**src/rtl/alu_operand_seq.sv**
```systemverilog
// Operand sequencer for a switch-driven ALU: a debounced pushbutton steps through
// loading A, B and the opcode, one execute cycle, then shows the captured result.
module alu_operand_seq #(
  parameter int unsigned DEBOUNCE_CYCLES = 16
) (
  input  logic        CLK,
  input  logic        nRST,
  input  logic        key_n,
  input  logic [17:0] sw,
  input  logic [31:0] outport,
  input  logic [2:0]  alu_flags,
  output logic [31:0] portA,
  output logic [31:0] portB,
  output logic [3:0]  aluop,
  output logic        op_valid,
  output logic [31:0] result,
  output logic [2:0]  flags,
  output logic [2:0]  state
);

  typedef enum logic [2:0] {
    LOAD_A  = 3'd0,
    LOAD_B  = 3'd1,
    LOAD_OP = 3'd2,
    EXEC    = 3'd3,
    SHOW    = 3'd4
  } state_e;

  localparam logic [15:0] CNT_LAST = 16'(DEBOUNCE_CYCLES - 1);

  state_e      state_q, state_d;
  logic        sync1_q, sync2_q;
  logic        db_level_q, db_level_d;
  logic [15:0] db_cnt_q, db_cnt_d;
  logic        press_q, press_d;
  logic [31:0] porta_q, porta_d;
  logic [31:0] portb_q, portb_d;
  logic [3:0]  aluop_q, aluop_d;
  logic [31:0] result_q, result_d;
  logic [2:0]  flags_q, flags_d;

  logic        load_a, load_b, load_op, capture, exec_active;
  logic [31:0] operand;

  assign operand = {{16{sw[16]}}, sw[15:0]};

  // The press pulse is raised on the same edge the debounced level falls,
  // so the FSM acts one cycle after the level is accepted.
  always_comb begin
    db_level_d = db_level_q;
    db_cnt_d   = '0;
    press_d    = 1'b0;
    if (sync2_q != db_level_q) begin
      if (db_cnt_q == CNT_LAST) begin
        db_level_d = sync2_q;
        press_d    = ~sync2_q;
      end else if (db_cnt_q != '1) begin
        db_cnt_d = db_cnt_q + 16'd1;
      end else begin
        db_cnt_d = db_cnt_q;
      end
    end
  end

  always_ff @(posedge CLK or negedge nRST) begin
    if (!nRST) begin
      state_q <= LOAD_A;
    end else begin
      state_q <= state_d;
    end
  end

  // Abort (sw[17]) wins over any load; EXEC never looks at the key.
  always_comb begin
    state_d = state_q;
    case (state_q)
      LOAD_A:  if (press_q) state_d = sw[17] ? LOAD_A : LOAD_B;
      LOAD_B:  if (press_q) state_d = sw[17] ? LOAD_A : LOAD_OP;
      LOAD_OP: if (press_q) state_d = sw[17] ? LOAD_A : EXEC;
      EXEC:    state_d = SHOW;
      SHOW:    if (press_q) state_d = LOAD_A;
      default: state_d = LOAD_A;
    endcase
  end

  always_comb begin
    load_a      = 1'b0;
    load_b      = 1'b0;
    load_op     = 1'b0;
    capture     = 1'b0;
    exec_active = 1'b0;
    case (state_q)
      LOAD_A:  load_a  = press_q & ~sw[17];
      LOAD_B:  load_b  = press_q & ~sw[17];
      LOAD_OP: load_op = press_q & ~sw[17];
      EXEC: begin
        capture     = 1'b1;
        exec_active = 1'b1;
      end
      default: ;
    endcase
  end

  always_comb begin
    porta_d  = load_a  ? operand   : porta_q;
    portb_d  = load_b  ? operand   : portb_q;
    aluop_d  = load_op ? sw[3:0]   : aluop_q;
    result_d = capture ? outport   : result_q;
    flags_d  = capture ? alu_flags : flags_q;
  end

  always_ff @(posedge CLK or negedge nRST) begin
    if (!nRST) begin
      sync1_q    <= 1'b1;
      sync2_q    <= 1'b1;
      db_level_q <= 1'b1;
      db_cnt_q   <= '0;
      press_q    <= 1'b0;
      porta_q    <= '0;
      portb_q    <= '0;
      aluop_q    <= '0;
      result_q   <= '0;
      flags_q    <= '0;
    end else begin
      sync1_q    <= key_n;
      sync2_q    <= sync1_q;
      db_level_q <= db_level_d;
      db_cnt_q   <= db_cnt_d;
      press_q    <= press_d;
      porta_q    <= porta_d;
      portb_q    <= portb_d;
      aluop_q    <= aluop_d;
      result_q   <= result_d;
      flags_q    <= flags_d;
    end
  end

  assign portA    = porta_q;
  assign portB    = portb_q;
  assign aluop    = aluop_q;
  assign result   = result_q;
  assign flags    = flags_q;
  assign op_valid = exec_active;
  assign state    = state_q;

endmodule

```
**config.mk**
```make
export PLATFORM = sky130hd
export DESIGN_NAME = alu_operand_seq
export DESIGN_NICKNAME = d
export VERILOG_FILES = /design/src/rtl/alu_operand_seq.sv
export SDC_FILE = /design/constraint.sdc
export NUM_CORES = 1
export LEC_CHECK = 0
export BUFFER_PORTS_ARGS = -buffer_cell sky130_fd_sc_hd__buf_4
export CAP_MARGIN = 40
export CORE_MARGIN = 8
export CORE_UTILIZATION = 35
export DETAILED_ROUTE_END_ITERATION = 10
export HOLD_SLACK_MARGIN = 0.1
export MAX_ROUTING_LAYER = met4
export PLACE_DENSITY = 0.73
export SETUP_SLACK_MARGIN = 0.2
export SYNTH_ARGS = -nofsm -noshare
export SYNTH_HDL_FRONTEND = slang
export SYNTH_SLANG_ARGS = --single-unit
export TNS_END_PERCENT = 5
```
**constraint.sdc**
```tcl
create_clock -name CLK -period 1.7 [get_ports CLK]
set_input_delay 0.51 -clock CLK [delete_from_list [all_inputs] [get_ports CLK]]
set_output_delay 0.51 -clock CLK [all_outputs]
set_load 0.005 [all_outputs]
```
==> impl_metrics.py <==
metrics = {
    "global_routing": {
        "grt_use_met2_pct": 23.3,
        "top_usage_layer": "met2",
        "grt_util_met3_pct": 5.28,
        "track_usage_pct": 14.6,
        "antenna_found_initial": 0,
        "grt_pass1_wl_um": 18400,
        "grt_pass1_vias": 3607,
        "grt_max_degree": 37,
        "met1_usage_pct": 17.3,
        "grt_remaining_overflow": 0,
    },
    "die": {
        "io_pins": 163,
        "coreArea_um2": 11400,
        "die_w_um": 124,
        "start_util_pct": 35.9,
        "dieArea_um2": 15400,
        "fp-row-count": 39,
        "die_y_um": 124,
    },
    "synth": {
        "synth_edf_count": 0,
        "yosys_register_bits": 96,
        "synth_common_cells": "nand2_1 (113), dfrtp_1 (93), mux2_2 (39), buf_4 (31), nor2_1 (11)",
        "netlist_instances": 374,
        "yosysUniqueCellTypes": 38,
        "async_flop_share_pct": 100,
        "synth.top_cell.area_share_pct": 56.8,
        "postSynthAreaPerCell_um2": 11.0,
        "yosys.area.top_type": "dfrtp_1",
        "yosys.cell_count.top_type": "nand2_1",
        "synth_flop_cell": "dfrtp_1",
        "synth-seq-area-share_pct": 58.7,
        "yosysWarnings": 0,
        "yosys-top-cells-area": "dfrtp_1 (57%), mux2_2 (11%), nand2_1 (10%)",
        "netlist_area_um2": 4100,
        "syn-num-nets": 431,
    },
    "clock_tree": {
        "clk_transition_reported_paths_ns": 0.07,
        "clock-sinks": 96,
        "root_buffer": "clkbuf_16",
        "cts_inserted_buffers": 9,
        "worstSkewPairLatency_ns": 0.34,
        "cts_tree": "yes",
        "clockBufferDepth": 2,
        "htreeDepth": 3,
    },
    "detailed_routing": {
        "antenna_left": 0,
        "drt_wl_total_um": 11300,
        "wl_per_cell_um": 16.4,
        "vias": 3316,
        "drt_iter0_markers": 198,
        "via_per_inst": 4.80,
        "drc_errors": 0,
        "drt_first_pass_iters": 4,
    },
    "setup_path": {
        "path_max_fanout": 2,
        "rr_worst_depth": 4,
        "crit_type": "reg2out",
        "crit_path_end_kind": "primary output",
        "startpoint_type": "flop",
        "crit_required_ns": 1.19,
        "worstPathArrival_ns": 1.18,
    },
    "placed_design": {
        "portBuffers": 162,
        "pre_cts_slack_ns": -0.210,
        "place_hpwl_um": 7930,
        "gp_congestion": 0.837,
        "dp_cells": 667,
    },
    "layout": {
        "area_growth_pct": 53.4,
        "antenna_cells": 0,
        "num-fill-cells": 944,
        "post-route-util_pct": 55.1,
        "drive_gt1_share_pct": 54.2,
        "final_nets": 601,
        "finalNonFillerCells": 691,
    },
    "sta": {
        "post-route-period-util_pct": 99.3,
        "finalCriticalPeriod_ns": 1.69,
        "worstMarginPinSlew_ns": 0.424,
        "fmax_ghz": 0.592,
        "rsz0062_at_grt": "yes",
        "worst_hold_slack_ns": 0.104,
        "fin_tns_setup_ns": 0,
        "slew_headroom_pct": 71.7,
        "finalHoldViolCount": 0,
        "finClkSkew_ns": 0.00930,
        "setup-violations-final": 0,
        "fin_ws_ns": 0.0114,
        "drv_slew": 0,
    },
    "power_and_ir_drop": {
        "ir_drop_uv": 414,
        "powerDensity_nw_per_um2": 694,
        "cellLeakagePower_nw": 3.08,
    },
    "run_status": {
        "status": "finished clean",
    },
    "flow_run": {
        "maxCapViolCount": 0,
    },
    "min_path": {
        "hp-class": "in2async",
    },
}
## critical path, cell delays in order, from the launching register on
cell and delay (ns):
dfrtp_1 0.40, buf_6 0.12, nand3b_1 0.12, clkinv_2 0.08
buf_6 0.12
## sequential cells by signal, summed over array words and instances (netlist names)
name / flops
portA: 17
result: 32
state: 3
portB: 17
aluop: 4
sync2_q: 1
db_level_q: 1
sync1_q: 1
press_q: 1
db_cnt_q: 16
flags: 3
## stage by stage
stage          power [W]  area [um2]
2_1_floorplan    0.00236        4110
3_3_place_gp     0.00253        5500
3_5_place_dp     0.00253        5500
4_1_cts          0.00441        6060
5_1_grt          0.00454        6290
6_report         0.00436        6290
## cell families after synthesis
kind of cell | Yosys count | share of synthesized area [%]
and+or+nand+nor | 167 | 19.1
muxes | 40 | 11.0
DFF | 96 | 58.7
adders and majority gates | 1 | 0.305
xor gates and xnor gates | 2 | 0.428
buffers and inverters | 44 | 6.93
AOI/OAI and AO/OA | 24 | 3.51
## cell usage in the layout (no fill, tap or decap), types with 2 or more instances in the layout
master,n
nand3b_1,2
xor2_1,2
a21oi_2,4
mux2_4,27
o21ai_0,6
mux2_2,12
nand2_2,2
dfstp_2,3
o31ai_1,2
or4_4,2
or3_1,5
clkbuf_16,9
nand4_1,4
a211oi_2,2
buf_8,2
nor3_1,6
dfrtp_1,87
a21oi_1,6
buf_6,42
buf_4,153
nand2_1,110
nor2_1,9
nand3_1,4
buf_12,4
nor4_1,2
dfrtp_2,5
clkinv_2,4
nor4_4,3
## worst paths after layout
check	from	endpoint	slack [ns]
setup / recovery	state[0]	op_valid	0.01
hold / removal	nRST	db_cnt_q[10]	0.10
setup reg to reg	state[0]	portA[10]	0.06
hold reg to reg	sync1_q	sync2_q	0.36
max in group asynchronous	nRST	result[28]	1.09
min in group CLK	key_n	sync1_q	0.27
## per-layer routing
layer  vias to the layer above  part of all wire [%]
li1                       1572                     -
met3                         8                   6.6
met4                         0                  0.69
met2                       123                    49
met5                         -                     0
met1                      1613                    44
## layout make-up
class	count	area (um2)	area share [%]
multi-input cells	234	1680	26.7
flip-flops and latches	96	2420	38.4
well taps	143	179	2.85
clock buffers	10	239	3.80
clock inverters	5	32.5	0.518
repair buffers	202	1740	27.6
inverters	1	5.00	0.0796
## report_power, final
part / total (W) / internal (W) / switching, W / leakage, nW
combinational: 0.000206 / 0.000116 / 0.0000902 / 1.81
sequential: 0.00230 / 0.00229 / 0.0000105 / 1.13
clock: 0.00185 / 0.00102 / 0.000827 / 0.138
## repair_timing
action,CTS,global route
endpoints found under the hold margin,0,0
endpoints found under the setup margin,73,92
hold buffers,0,0
pin swaps,19,17
cloned,0,1
buffers inserted,8,0
resized for setup,56,55
Note: power is estimated with default switching activity, not from simulation.
